--- config.mk ---
export PLATFORM = sky130hd
export DESIGN_NAME = inst_dispatch_flat
export DESIGN_NICKNAME = d
export VERILOG_FILES = /design/src/rtl/npu_isa_pkg.sv /design/src/rtl/inst_dispatch_if.sv /design/src/rtl/inst_dispatch_fifo.sv /design/src/rtl/inst_dispatch.sv /design/src/flat_wrapper.sv
export SDC_FILE = /design/constraint.sdc
export NUM_CORES = 1
export LEC_CHECK = 0
export ABC_AREA = 1
export ABC_CLOCK_PERIOD_IN_PS = 8200
export BUFFER_PORTS_ARGS = -buffer_cell sky130_fd_sc_hd__buf_2
export CAP_MARGIN = 20
export CORE_MARGIN = 5
export CORE_UTILIZATION = 60
export CTS_BUF_LIST = sky130_fd_sc_hd__clkbuf_4
export DETAILED_ROUTE_END_ITERATION = 8
export PLACE_DENSITY_LB_ADDON = 0.12
export SLEW_MARGIN = 5
export SYNTH_ARGS = -nofsm -noshare
export SYNTH_HDL_FRONTEND = slang
export SYNTH_SLANG_ARGS = --single-unit
--- constraint.sdc ---
create_clock -name clk -period 8.2 [get_ports clk]
set_input_delay 0 -clock clk [delete_from_list [all_inputs] [get_ports clk]]
set_output_delay 0 -clock clk [all_outputs]
set_load 0.1 [all_outputs]
--- src/rtl/npu_isa_pkg.sv ---
// NPU instruction-set definitions shared by the dispatcher and the assembler model.
// Field positions, opcodes and the decoded-instruction record live here so both agree on one encoding.
package npu_isa_pkg;

    typedef enum logic [1:0] {
        OP_LOAD  = 2'b00,
        OP_STORE = 2'b01,
        OP_MOVE  = 2'b10,
        OP_EU    = 2'b11
    } op_t;

    localparam logic [4:0] SYNC_GROUP = 5'h1F;

    localparam int OP_LSB         = 30;
    localparam int EXEC_BIT       = 29;
    localparam int GROUP_LSB      = 24;
    localparam int LDST_RF_LSB    = 21;
    localparam int LDST_SDRAM_LSB = 8;
    localparam int MOVE_SRC_LSB   = 20;
    localparam int MOVE_DST_LSB   = 10;
    localparam int SRC_FRZ_BIT    = 9;
    localparam int DST_FRZ_BIT    = 8;
    localparam int SUB_IDX_LSB    = 20;

    typedef struct packed {
        op_t         op;
        logic        exec;
        logic [4:0]  group;
        logic        is_sync;
        logic        illegal;
        logic [8:0]  ldst_rf;
        logic [12:0] ldst_sdram;
        logic [9:0]  move_src;
        logic [9:0]  move_dst;
        logic        src_frz;
        logic        dst_frz;
        logic [7:0]  line_num;
        logic [3:0]  sub_idx;
        logic [23:0] fetch;
    } dec_t;

    // Group 0x1F is only meaningful as SYNC (exec=1); any other use of it traps.
    function automatic dec_t decode_inst(input logic [31:0] w, input int n_groups);
        dec_t d;
        d.op         = op_t'(w[OP_LSB +: 2]);
        d.exec       = w[EXEC_BIT];
        d.group      = w[GROUP_LSB +: 5];
        d.is_sync    = (d.op == OP_EU) && (d.group == SYNC_GROUP) && d.exec;
        d.illegal    = (d.op == OP_EU) && !d.is_sync &&
                       ((d.group == SYNC_GROUP) || (int'(d.group) >= n_groups));
        d.ldst_rf    = w[LDST_RF_LSB +: 9];
        d.ldst_sdram = w[LDST_SDRAM_LSB +: 13];
        d.move_src   = w[MOVE_SRC_LSB +: 10];
        d.move_dst   = w[MOVE_DST_LSB +: 10];
        d.src_frz    = w[SRC_FRZ_BIT];
        d.dst_frz    = w[DST_FRZ_BIT];
        d.line_num   = w[7:0];
        d.sub_idx    = w[SUB_IDX_LSB +: 4];
        d.fetch      = w[23:0];
        return d;
    endfunction

endpackage

--- src/rtl/inst_dispatch_if.sv ---
// Instruction stream in, LDST / mover / EU-group commands out, busy status back.
// master = the dispatcher, slave = fetcher plus execution units.
interface inst_dispatch_if #(
    parameter int RF_ADDR_W = 10,
    parameter int N_GROUPS  = 8
);
    logic                 inst_valid;
    logic [31:0]          inst;
    logic                 inst_ready;

    logic                 ldst_valid;
    logic                 ldst_ready;
    logic                 ldst_store;
    logic [RF_ADDR_W-1:0] ldst_rf_addr;
    logic [31:0]          ldst_sdram_addr;
    logic [7:0]           ldst_line_num;

    logic                 move_valid;
    logic                 move_ready;
    logic [RF_ADDR_W-1:0] move_src_addr;
    logic [RF_ADDR_W-1:0] move_dst_addr;
    logic                 move_src_freeze;
    logic                 move_dst_freeze;
    logic [7:0]           move_line_num;

    logic [N_GROUPS-1:0]  eu_valid;
    logic [N_GROUPS-1:0]  eu_ready;
    logic                 eu_exec;
    logic [3:0]           eu_sub_idx;
    logic [31:0]          eu_fetch_addr;

    logic                 ldst_busy;
    logic                 move_busy;
    logic [N_GROUPS-1:0]  eu_busy;

    logic                 sync_active;
    logic                 err_illegal;
    logic [31:0]          issued_cnt;

    modport master (
        input  inst_valid, inst, ldst_ready, move_ready, eu_ready,
               ldst_busy, move_busy, eu_busy,
        output inst_ready,
               ldst_valid, ldst_store, ldst_rf_addr, ldst_sdram_addr, ldst_line_num,
               move_valid, move_src_addr, move_dst_addr, move_src_freeze,
               move_dst_freeze, move_line_num,
               eu_valid, eu_exec, eu_sub_idx, eu_fetch_addr,
               sync_active, err_illegal, issued_cnt
    );

    modport slave (
        output inst_valid, inst, ldst_ready, move_ready, eu_ready,
               ldst_busy, move_busy, eu_busy,
        input  inst_ready,
               ldst_valid, ldst_store, ldst_rf_addr, ldst_sdram_addr, ldst_line_num,
               move_valid, move_src_addr, move_dst_addr, move_src_freeze,
               move_dst_freeze, move_line_num,
               eu_valid, eu_exec, eu_sub_idx, eu_fetch_addr,
               sync_active, err_illegal, issued_cnt
    );
endinterface

--- src/rtl/inst_dispatch_fifo.sv ---
// Synchronous FIFO for the instruction queue, registered storage, head visible combinationally.
// Latency: a push at edge N is at the head after edge N; push is ignored while full.
// Backpressure: full blocks the writer; pop only acts when not empty.
module inst_fifo #(
    parameter int WIDTH = 32,
    parameter int DEPTH = 4
) (
    input  logic             clk,
    input  logic             rst,
    input  logic             push_vld,
    input  logic [WIDTH-1:0] push_dat,
    output logic             full,
    input  logic             pop_rdy,
    output logic             pop_vld,
    output logic [WIDTH-1:0] pop_dat
);
    localparam int AW = $clog2(DEPTH);

    logic [WIDTH-1:0] mem [DEPTH];
    logic [AW:0]      wptr, rptr;
    logic             push, pop;

    assign push    = push_vld && !full;
    assign pop     = pop_rdy && pop_vld;
    // Extra pointer MSB distinguishes full (MSBs differ) from empty (pointers equal).
    assign full    = (wptr[AW] != rptr[AW]) && (wptr[AW-1:0] == rptr[AW-1:0]);
    assign pop_vld = (wptr != rptr);
    assign pop_dat = mem[rptr[AW-1:0]];

    always_ff @(posedge clk) begin
        if (rst) begin
            wptr <= '0;
            rptr <= '0;
        end else begin
            if (push) wptr <= wptr + (AW+1)'(1);
            if (pop)  rptr <= rptr + (AW+1)'(1);
        end
    end

    always_ff @(posedge clk) begin
        if (push) mem[wptr[AW-1:0]] <= push_dat;
    end
endmodule

--- src/rtl/inst_dispatch.sv ---
// In-order NPU instruction dispatcher: FIFO -> registered issue slot -> LDST / mover / EU group.
// Latency: push at edge N, command valid after edge N+1; back-to-back issue at 1 instr/cycle.
// Backpressure: valid holds until ready; inst_ready = queue not full; SYNC stalls until all units idle.
module inst_dispatch
    import npu_isa_pkg::*;
#(
    parameter int          RF_ADDR_W    = 10,
    parameter logic [14:0] SDRAM_OFFSET = 15'h1000,
    parameter int          N_GROUPS     = 8,
    parameter int          FIFO_DEPTH   = 4
) (
    input  logic          clk,
    input  logic          rst,
    inst_dispatch_if.master io
);
    localparam logic [1:0] ST_IDLE      = 2'd0;
    localparam logic [1:0] ST_ISSUE     = 2'd1;
    localparam logic [1:0] ST_SYNC_WAIT = 2'd2;

    logic [1:0]          state;
    dec_t                slot, head;
    logic [31:0]         fifo_dat;
    logic                fifo_vld, fifo_full;
    logic                pop, load, done, cmd_rdy, all_idle, issuing;
    logic [N_GROUPS-1:0] eu_sel;

    inst_fifo #(.WIDTH(32), .DEPTH(FIFO_DEPTH)) u_fifo (
        .clk      (clk),
        .rst      (rst),
        .push_vld (io.inst_valid),
        .push_dat (io.inst),
        .full     (fifo_full),
        .pop_rdy  (pop),
        .pop_vld  (fifo_vld),
        .pop_dat  (fifo_dat)
    );

    assign io.inst_ready = !fifo_full;
    assign head          = decode_inst(fifo_dat, N_GROUPS);
    assign eu_sel        = N_GROUPS'(1) << slot.group;
    assign issuing       = (state == ST_ISSUE) && !slot.is_sync && !slot.illegal;
    assign all_idle      = !io.ldst_busy && !io.move_busy && !(|io.eu_busy);

    always_comb begin
        cmd_rdy = 1'b0;
        case (slot.op)
            OP_LOAD, OP_STORE: cmd_rdy = io.ldst_ready;
            OP_MOVE:           cmd_rdy = io.move_ready;
            default:           cmd_rdy = |(io.eu_ready & eu_sel);
        endcase
    end

    // Slot frees when it is empty or its occupant retires this cycle; illegal heads are
    // popped and discarded without ever occupying the slot.
    assign done = (issuing && cmd_rdy) || ((state == ST_SYNC_WAIT) && all_idle);
    assign pop  = fifo_vld && ((state == ST_IDLE) || done);
    assign load = pop && !head.illegal;

    always_ff @(posedge clk) begin
        if (rst) begin
            state          <= ST_IDLE;
            slot           <= '0;
            io.err_illegal <= 1'b0;
            io.issued_cnt  <= '0;
        end else begin
            if (load) begin
                slot  <= head;
                state <= head.is_sync ? ST_SYNC_WAIT : ST_ISSUE;
            end else if (done) begin
                state <= ST_IDLE;
            end
            if (pop && head.illegal) io.err_illegal <= 1'b1;
            if (done)                io.issued_cnt  <= io.issued_cnt + 32'd1;
        end
    end

    assign io.sync_active     = (state == ST_SYNC_WAIT);

    assign io.ldst_valid      = issuing && ((slot.op == OP_LOAD) || (slot.op == OP_STORE));
    assign io.ldst_store      = (slot.op == OP_STORE);
    assign io.ldst_rf_addr    = RF_ADDR_W'(slot.ldst_rf);
    assign io.ldst_sdram_addr = {SDRAM_OFFSET, slot.ldst_sdram, 4'b0};
    assign io.ldst_line_num   = slot.line_num;

    assign io.move_valid      = issuing && (slot.op == OP_MOVE);
    assign io.move_src_addr   = RF_ADDR_W'(slot.move_src);
    assign io.move_dst_addr   = RF_ADDR_W'(slot.move_dst);
    assign io.move_src_freeze = slot.src_frz;
    assign io.move_dst_freeze = slot.dst_frz;
    assign io.move_line_num   = slot.line_num;

    assign io.eu_valid        = (issuing && (slot.op == OP_EU)) ? eu_sel : '0;
    assign io.eu_exec         = slot.exec;
    assign io.eu_sub_idx      = slot.sub_idx;
    assign io.eu_fetch_addr   = {4'b0, slot.fetch, 4'b0};
endmodule

--- src/flat_wrapper.sv ---
// flat-port wrapper written by rule: the top's interface ports become plain ports
module inst_dispatch_flat import npu_isa_pkg::*;
#(
    parameter int          RF_ADDR_W    = 10,
    parameter logic [14:0] SDRAM_OFFSET = 15'h1000,
    parameter int          N_GROUPS     = 8,
    parameter int          FIFO_DEPTH   = 4
)
  (clk, rst, io_inst_valid, io_inst, io_ldst_ready, io_move_ready, io_eu_ready, io_ldst_busy, io_move_busy, io_eu_busy, io_inst_ready, io_ldst_valid, io_ldst_store, io_ldst_rf_addr, io_ldst_sdram_addr, io_ldst_line_num, io_move_valid, io_move_src_addr, io_move_dst_addr, io_move_src_freeze, io_move_dst_freeze, io_move_line_num, io_eu_valid, io_eu_exec, io_eu_sub_idx, io_eu_fetch_addr, io_sync_active, io_err_illegal, io_issued_cnt);
  inst_dispatch_if #(.RF_ADDR_W(RF_ADDR_W), .N_GROUPS(N_GROUPS)) io_i ();
  input  logic clk;
  input  logic rst;
  input wire logic [$bits(io_i.inst_valid)-1:0] io_inst_valid;
  input wire logic [$bits(io_i.inst)-1:0] io_inst;
  input wire logic [$bits(io_i.ldst_ready)-1:0] io_ldst_ready;
  input wire logic [$bits(io_i.move_ready)-1:0] io_move_ready;
  input wire logic [$bits(io_i.eu_ready)-1:0] io_eu_ready;
  input wire logic [$bits(io_i.ldst_busy)-1:0] io_ldst_busy;
  input wire logic [$bits(io_i.move_busy)-1:0] io_move_busy;
  input wire logic [$bits(io_i.eu_busy)-1:0] io_eu_busy;
  output wire logic [$bits(io_i.inst_ready)-1:0] io_inst_ready;
  output wire logic [$bits(io_i.ldst_valid)-1:0] io_ldst_valid;
  output wire logic [$bits(io_i.ldst_store)-1:0] io_ldst_store;
  output wire logic [$bits(io_i.ldst_rf_addr)-1:0] io_ldst_rf_addr;
  output wire logic [$bits(io_i.ldst_sdram_addr)-1:0] io_ldst_sdram_addr;
  output wire logic [$bits(io_i.ldst_line_num)-1:0] io_ldst_line_num;
  output wire logic [$bits(io_i.move_valid)-1:0] io_move_valid;
  output wire logic [$bits(io_i.move_src_addr)-1:0] io_move_src_addr;
  output wire logic [$bits(io_i.move_dst_addr)-1:0] io_move_dst_addr;
  output wire logic [$bits(io_i.move_src_freeze)-1:0] io_move_src_freeze;
  output wire logic [$bits(io_i.move_dst_freeze)-1:0] io_move_dst_freeze;
  output wire logic [$bits(io_i.move_line_num)-1:0] io_move_line_num;
  output wire logic [$bits(io_i.eu_valid)-1:0] io_eu_valid;
  output wire logic [$bits(io_i.eu_exec)-1:0] io_eu_exec;
  output wire logic [$bits(io_i.eu_sub_idx)-1:0] io_eu_sub_idx;
  output wire logic [$bits(io_i.eu_fetch_addr)-1:0] io_eu_fetch_addr;
  output wire logic [$bits(io_i.sync_active)-1:0] io_sync_active;
  output wire logic [$bits(io_i.err_illegal)-1:0] io_err_illegal;
  output wire logic [$bits(io_i.issued_cnt)-1:0] io_issued_cnt;
  assign io_i.inst_valid = io_inst_valid;
  assign io_i.inst = io_inst;
  assign io_i.ldst_ready = io_ldst_ready;
  assign io_i.move_ready = io_move_ready;
  assign io_i.eu_ready = io_eu_ready;
  assign io_i.ldst_busy = io_ldst_busy;
  assign io_i.move_busy = io_move_busy;
  assign io_i.eu_busy = io_eu_busy;
  assign io_inst_ready = io_i.inst_ready;
  assign io_ldst_valid = io_i.ldst_valid;
  assign io_ldst_store = io_i.ldst_store;
  assign io_ldst_rf_addr = io_i.ldst_rf_addr;
  assign io_ldst_sdram_addr = io_i.ldst_sdram_addr;
  assign io_ldst_line_num = io_i.ldst_line_num;
  assign io_move_valid = io_i.move_valid;
  assign io_move_src_addr = io_i.move_src_addr;
  assign io_move_dst_addr = io_i.move_dst_addr;
  assign io_move_src_freeze = io_i.move_src_freeze;
  assign io_move_dst_freeze = io_i.move_dst_freeze;
  assign io_move_line_num = io_i.move_line_num;
  assign io_eu_valid = io_i.eu_valid;
  assign io_eu_exec = io_i.eu_exec;
  assign io_eu_sub_idx = io_i.eu_sub_idx;
  assign io_eu_fetch_addr = io_i.eu_fetch_addr;
  assign io_sync_active = io_i.sync_active;
  assign io_err_illegal = io_i.err_illegal;
  assign io_issued_cnt = io_i.issued_cnt;
  inst_dispatch #(.RF_ADDR_W(RF_ADDR_W), .SDRAM_OFFSET(SDRAM_OFFSET), .N_GROUPS(N_GROUPS), .FIFO_DEPTH(FIFO_DEPTH)) u_core (.clk(clk), .rst(rst), .io(io_i));
endmodule
# Word-level counts from Yosys, hierarchy flattened

Memory sizes are Yosys's and may differ from the RTL's. A register that Yosys moved wholly into a read port is not among the register bits.
Index checks and enable logic that the tools add are counted.

Memories kept: 1
Input bits: 55
Bits in writable memories: 128
Register bits after elaboration: 131

Memory list:

| memory            | words | bits a word | read ports | clocked after memory_dff | write ports | RTL line                 | text |
|---|---|---|---|---|---|---|---|
| u_core.u_fifo.mem | 4     | 32          | 1          | 1                        | 1           | inst_dispatch_fifo.sv:19 | `logic [WIDTH-1:0] mem [DEPTH];` |

Order comparisons: 1
$add $sub $neg: 3
Multiplexer cells: 9
Eq/ne operators: 10
Shift operators: 1
Reductions and logical operators: 37
Bitwise operators: 1

Operators by type and width:

| operator                | count |
|---|---|
| $add A32 B1 Y32 const B | 1 |
| $logic_and A1 B1 Y1     | 19 |
| $reduce_or A8 Y1        | 2 |
| $mux W2                 | 5 |
| $and A8 B8 Y8           | 1 |
| $eq A2 B2 Y1 const B    | 4 |
| $logic_not A1 Y1        | 8 |
| $mux W8                 | 1 |
| $shl A1 B5 Y8 const A   | 1 |
| $add A3 B1 Y3 const B   | 2 |
| $eq A5 B5 Y1 const B    | 1 |
| $ge A5 B4 Y1 const B    | 1 |
| $eq A2 B1 Y1 const B    | 2 |
| $logic_not A2 Y1        | 2 |
| $logic_or A1 B1 Y1      | 4 |
| $ne A3 B3 Y1            | 1 |
| $eq A2 B2 Y1            | 1 |
| $mux W1                 | 2 |
| $pmux W1 S2             | 1 |
| $reduce_bool A2 Y1      | 1 |
| $reduce_or A2 Y1        | 1 |
| $ne A1 B1 Y1            | 1 |

# Logic depth before layout (Yosys ltp)

Gate-level depths: netlist of run 1.

Depth after elaboration: 11
Depth in mapped cells: 17
Depth with buffers taken out: 15

# Modules after synthesis

A second synthesis of run 1 with hierarchy kept.

Cell total of the unflattened synthesis: 1,079
Area, all modules: 9,770.6 sq um

By module, submodules not included:

| module        | area an instance (sq um) | cells an instance | seq. area each (sq um) | instances |
|---|---|---|---|---|
| inst_fifo     | 5,250.0                  | 384               | 4,003.8                | 1 |
| inst_dispatch | 4,520.6                  | 695               | 1,381.3                | 1 |

# Worst setup path after synthesis of run 1

OpenSTA, ideal clock, no wires.

Path kind: flip-flop to output port
Start: register u_core.slot[89] in the netlist's numbering
End: output io_eu_valid[1]
Slack: 4,618 ps
Cell stages (with the launch flop): 5
Arrival: 3,582 ps
Required time: 8,200 ps
Path through: dfxtp_1 > nand2_1 > inv_1 > nand4_1 > nor4_1

Cells in the longest elaborated chain, start to end: 3

Ends and longest elaborated chain:

| item                   | RTL line            | text |
|---|---|---|
| from (decl)            | inst_dispatch.sv:21 | `dec_t slot, head;` |
| from (signal assigned) | inst_dispatch.sv:62 | `slot <= '0;` |
| from (signal assigned) | inst_dispatch.sv:67 | `slot <= head;` |
| $eq A2 B2 Y1           | inst_dispatch.sv:92 | `assign io.eu_valid = (issuing && (slot.op == OP_EU)) ? eu_sel : '0;` |
| $logic_and A1 B1 Y1    | inst_dispatch.sv:92 |  |
| $mux W8                | inst_dispatch.sv:92 |  |
| to (decl)              | flat_wrapper.sv:33  | `output wire logic [$bits(io_i.eu_valid)-1:0] io_eu_valid;` |

No other way between the ends.

==> reports/results.ini, run 1 <==
[outcome]
outcome = finished clean

[synthesis]
synthTopCellsByArea = edfxtp_1, dfxtp_1, buf_4
ys.flop_type = edfxtp_1
synth_edf_count = 128
syn_avg_cell_area_sq_um = 9.07
synth.ff_latch_count = 205
ys_types = 32
synth_area_sq_mm = 0.00973
ys_seq_area_share_pct = 55.3
synth_top_area_share_pct = 39.5
syn_inst = 1073
async_reset_ff_share_pct = 0
yosysWarningCount = 0
yosysTopAreaCell = edfxtp_1

[setup_path]
critical_path.startpoint_type = flip-flop
cp.arrival_ns = 3.45
critPathKind = flip-flop to flip-flop
r2r_end = u_core.io.eu_fetch_addr[18]$_SDFFE_PP0P_
end_kind = flip-flop
cp_num_cells = 12
critPathTopFamily = simple AND/OR/NAND/NOR gates
cp_num_buf_inv = 3
ff2ff_path_depth = 12
crit_path_max_fanout = 47
critPathRequiredTime_ns = 8.76
crit_chain = buf_4 -> inv_2 -> o211ai_1 -> nand2_1 -> nand2_1 -> nor2_2 -> nand3_2 -> nand2_1 -> nand3_2 -> buf_12 -> nor2_1 -> nor2_1
critPathMaxStageDelay_ns = 0.51
r2r_setup_slack_ns = 5.31
crit_top_cell = nand2_1
critPathSlowestCell = inv_2

[cells_and_area]
area_growth_pct = 14.3
finalNetCount = 1292
fill_cells = 1281
drive_above_1_share_pct = 23.8
utilization_pct = 70.0
final_common_cell = nand2_1
final_cell_mix = nand2_1, buf_2, nor2_1, edfxtp_1, clkbuf_4

[sta]
tightest_slew_ns = 0.798
worst_slack_ns = 5.31
slew_headroom_pct = 46.7
hold_slack_ns = 0.0681
hold_violations = 0
period_minus_slack_ns = 2.89
skew_ns = 0.0361
fin_tns_setup_ns = 0
max_freq_mhz = 346
setup_viol = 0
fin_crit_sh_pct = 35.3
rsz0062_at_grt = no
drv_slew = 0

[min_path]
min_to = u_core.io.issued_cnt[20]$_SDFFE_PP0P_
hold_path.class = input pin to flip-flop
min_from = io_eu_busy[6]
min_path_cells = 7

[drt]
drc = 0
ant_nets = 0
via_count = 7497
finalWirelength_microns = 21900
wl_per_cell_microns = 14.8
viasPerCell = 5.06
drtPass1Iterations = 5
drtIter0Drc = 498

[pwr]
power_density_mw_per_mm2 = 403
p_leak_nw = 4.87
power_mw = 4.48
peakVddDrop_mv = 0.511

[floorplanning]
ios = 218
die_y_microns = 137
die-area_sq_mm = 0.0189
die_x_microns = 137
core-area_sq_mm = 0.0159
floorplan.initialDensity_pct = 61.3
rows = 46

[clocking]
path_clk_slew_ns = 0.06
clock_latency_ns = 0.67
cts_hold_buffers = 35
numCtsBuffers = 53
h-tree-depth = 2
clockBufferDepth = 3
clockRootBuffer = clkbuf_4
cts-resized-gates = 0
cts_tree = built
postCtsSetupBuffers = 0
numClockSinks = 205

[global_route]
antenna_found_initial = 1
gr-total-overflow = 0
grt_pass1_wl_microns = 33700
gr-usage-all-layers_pct = 22.8
grt_max_degree = 75
grt_pass1_vias = 6827

[job]
max-cap-violations = 0

[place]
numPortBuffers = 189
gp_routability_congestion = 0.883
dp_slack_ns = 4.57
place_hpwl_microns = 14400

layer usage:
layer | GRT usage [%] | wire length (microns) | up-vias
met5 | 0 | 0 | -
met4 | 7.10 | 366 | 0
met3 | 5.08 | 1750 | 36
met2 | 38.0 | 10500 | 290
met1 | 29.9 | 9280 | 3408
li1 | - | - | 3763
cells in the mapped netlist, drive strengths merged (6+ instances only):
library cell,n
nor3,18
nand4,23
nor4,9
xor2,13
nor2,158
inv,86
xnor2,9
o22ai,15
nand2,224
o21ai,47
buf,133
edfxtp,128
dfxtp,77
a32o,10
clkbuf,24
o211ai,9
ha,6
nand3,24
a21oi,50
sequential cells by signal, indices dropped and copies added (netlist names), named ones only:
register	cells
u_core.io.err_illegal	1
u_core.io.eu_fetch_addr	23
u_core.io.issued_cnt	32
u_core.io.move_src_addr	7
u_core.slot	4
u_core.state	2
u_core.u_fifo.mem	128
u_core.u_fifo.rptr	3
u_core.u_fifo.wptr	3
worst reg2reg max path, stage by stage (launching register included):
cell      delay, ns
dfxtp_1        0.29
buf_4          0.22
inv_2          0.53
o211ai_1       0.19
nand2_1        0.17
nand2_1        0.10
nor2_2         0.12
nand3_2        0.08
nand2_1        0.31
nand3_2        0.31
buf_12         0.29
nor2_1         0.15
nor2_1         0.06
through the flow:
step,std cells,cell area (sq um)
floorplan,1099,9830
global placement,1355,10000
detailed placement,1355,10000
CTS,1480,11100
global route,1483,11100
finish,1483,11100
worst max-delay path by stage:
| stage | start | to | slack (ns) |
|---|---|---|---|
| 6_report | flip-flop | u_core.io.eu_fetch_addr[18]$_SDFFE_PP0P_ | 5.31 |
| 5_1_grt | flip-flop | u_core.io.eu_fetch_addr[12]$_SDFFE_PP0P_ | 5.08 |
| 4_1_cts | flip-flop | u_core.io.move_src_addr[6]$_SDFFE_PP0P_ | 4.55 |
| 3_5_place_dp | flip-flop | u_core.io.eu_fetch_addr[18]$_SDFFE_PP0P_ | 4.57 |
| 3_3_place_gp | flip-flop | u_core.io.move_src_addr[5]$_SDFFE_PP0P_ | 4.72 |
| 2_1_floorplan | u_core.slot[89]$_SDFFE_PP0P_ | io_eu_valid[1] | 4.62 |
cell type report:
type / count / area, sq um / area share (%)
sequential: 205 / 5390 / 48.4
multi-input combinational: 651 / 3050 / 27.4
timing repair buffer: 234 / 1400 / 12.6
clock inverter: 5 / 53.8 / 0.484
inverter: 86 / 323 / 2.90
clock buffer: 85 / 638 / 5.74
antenna: 1 / 2.50 / 0.0225
tap: 216 / 270 / 2.43
where the power goes:
part	leakage [nW]	switching (mW)	internal [mW]
Clock	0.413	0.391	0.495
Combinational	2.65	1.91	0.382
Sequential	1.81	0.0879	1.22
Total	4.87	2.39	2.09
cell families (layout without fill, tap and decap cells):
logic type               Yosys count  after routing  synth area share (%)
flip-flops                       205            205                  55.3
buffers and inverters            243            410                  14.4
XOR/XNOR                          22             22                  1.98
AO/OA/AOI/OAI                    133            133                  7.85
AND/OR/NAND/NOR                  462            462                  19.6
other                              2             29                0.0772
adder cells (fa/ha/maj)            6              6                 0.771
(Power assumes the default switching activity.)
==> run 2, diff against run 1 <==
--- a/config.mk
+++ b/config.mk
@@ -6,11 +6,11 @@
 export NUM_CORES = 1
 export LEC_CHECK = 0
 export ABC_AREA = 1
-export ABC_CLOCK_PERIOD_IN_PS = 8200
+export ABC_CLOCK_PERIOD_IN_PS = 2340
 export BUFFER_PORTS_ARGS = -buffer_cell sky130_fd_sc_hd__buf_2
 export CAP_MARGIN = 20
 export CORE_MARGIN = 5
-export CORE_UTILIZATION = 60
+export CORE_UTILIZATION = 51
 export CTS_BUF_LIST = sky130_fd_sc_hd__clkbuf_4
 export DETAILED_ROUTE_END_ITERATION = 8
 export PLACE_DENSITY_LB_ADDON = 0.12
==> constraint.sdc (replaced) <==
create_clock -name clk -period 2.34 [get_ports clk]
set_input_delay 0 -clock clk [delete_from_list [all_inputs] [get_ports clk]]
set_output_delay 0 -clock clk [all_outputs]
set_load 0.1 [all_outputs]
==> run 2 against run 1 <==
Combinational power grew to 3.6 times the previous value. Routed wire length grew 3.1%. Final cell count grew 2.2%. Global-route usage shrank 2.7 points. Critical endpoint is now u_core.io.issued_cnt[14]$_SDFFE_PP0P_. Highest routed layer unchanged.
==> reports/results.ini, run 2 (synthesized netlist as in run 1, its figures left out) <==
[outcome]
outcome = finished clean

[global_route]
gr-total-overflow = 0
antenna_found_initial = 1
gr-usage-all-layers_pct = 20.1
grt_pass1_vias = 6841
grt_pass1_wl_microns = 35700
grt_max_degree = 45

[setup_path]
cp.arrival_ns = 2.77
crit_top_cell = nand2_1
end_kind = flip-flop
critPathRequiredTime_ns = 2.86
critPathMaxStageDelay_ns = 0.63
crit_path_max_fanout = 22
critical_path.startpoint_type = input pin
crit_chain = dlygate4sd3_1 -> buf_2 -> nor2_1 -> dlygate4sd3_1 -> nand4_1 -> dlygate4sd3_1 -> nand2_1 -> buf_12 -> nand2_1 -> nor2_1 -> nand2_1 -> nand2_1 -> nor2_1
critPathSlowestCell = dlygate4sd3_1
critPathTopFamily = buffers and inverters
cp_num_buf_inv = 5
critPathKind = input pin to flip-flop

[sta]
drv_slew = 0
rsz0062_at_grt = no
slew_headroom_pct = 66.0
setup_viol = 0
fin_tns_setup_ns = 0
period_minus_slack_ns = 2.24
worst_slack_ns = 0.0965
skew_ns = 0.0224
hold_violations = 0
fin_crit_sh_pct = 95.9
hold_slack_ns = 0.116
tightest_slew_ns = 0.514
max_freq_mhz = 446

[drt]
drtPass1Iterations = 4
wl_per_cell_microns = 14.9
drtIter0Drc = 431
drc = 0
via_count = 7460
viasPerCell = 4.92
finalWirelength_microns = 22600
ant_nets = 0

[floorplanning]
core-area_sq_mm = 0.0188
die_y_microns = 148
floorplan.initialDensity_pct = 51.9
ios = 218
die_x_microns = 148
rows = 50
die-area_sq_mm = 0.0219

[place]
dp_cells = 1394
numPortBuffers = 189
place_hpwl_microns = 15500
dp_slack_ns = 0.130
post_dp_cell_area_sq_mm = 0.0103
gp_routability_congestion = 0.890

[clocking]
clock_latency_ns = 0.63
numCtsBuffers = 53
cts_tree = built
clockRootBuffer = clkbuf_4
clockBufferDepth = 3
h-tree-depth = 2
path_clk_slew_ns = 0.06
numClockSinks = 205

[cells_and_area]
fill_cells = 1679
stdcell_count = 1516
finalNetCount = 1315
largest_reg_flops = 128
final_common_cell = nand2_1
drive_above_1_share_pct = 24.4
design_area_sq_mm = 0.0113
area_growth_pct = 16.3
utilization_pct = 60.3
final_cell_mix = nand2_1, buf_2, nor2_1, edfxtp_1, inv_1

[min_path]
hold_path.class = input pin to flip-flop

[pwr]
power_density_mw_per_mm2 = 1370
peakVddDrop_mv = 1.22
p_leak_nw = 4.94
power_mw = 15.5

[job]
max-cap-violations = 0

run 2: worst register-to-register path, cell delays in order, from the launching register on:
cell           delay (ns)
dfxtp_1              0.34
inv_1                0.07
nor2_2               0.13
nand4_1              0.16
dlygate4sd3_1        0.63
nand2_1              0.16
buf_12               0.18
nand2_1              0.10
nor2_1               0.14
nand2_1              0.06
nand2_1              0.06
nor2_1               0.03
run 2: layout make-up:
class	count	area (sq um)	share of cell area, %
Timing Repair Buffer	257	1630	14.4
Multi-Input combinational cell	651	3100	27.4
Clock buffer	71	533	4.71
Antenna cell	1	2.50	0.0221
Clock inverter	11	45.0	0.398
Tap cell	234	293	2.59
Inverter	86	325	2.87
Sequential cell	205	5390	47.6
run 2: metal layers:
metal / vias up / GRT usage, % / wire, microns
met5: - / 0 / 0
met4: 0 / 5.08 / 265
met3: 27 / 4.30 / 1730
met2: 250 / 33.1 / 10500
met1: 3396 / 27.2 / 10100
li1: 3787 / - / -
run 2: timing repair:
item,CTS,global route
gates resized for setup,0,17
buffers inserted,0,0
endpoints found under the setup margin,0,36
hold buffers,39,0
endpoints found under the hold margin,170,0
run 2: report_power, final:
part	leakage [nW]	internal, mW	switching, mW
sequential	1.81	4.27	0.337
clock	0.356	1.38	1.32
combinational	2.78	1.46	6.75
total	4.94	7.11	8.40
run 2: path summary, 6_finish.rpt:
path,endpoint,start,cells after the start,slack [ns]
worst max-delay path,u_core.io.issued_cnt[14]$_SDFFE_PP0P_,io_ldst_busy,13,0.1
worst min-delay path,u_core.u_fifo.mem[2][12]$_DFFE_PP_,io_inst[12],2,0.12
worst max register to register,u_core.io.issued_cnt[14]$_SDFFE_PP0P_,u_core.state[1]$_SDFFE_PP0P_,11,0.20
worst min register to register,u_core.io.err_illegal$_SDFFE_PP0P_,u_core.io.err_illegal$_SDFFE_PP0P_,2,0.45
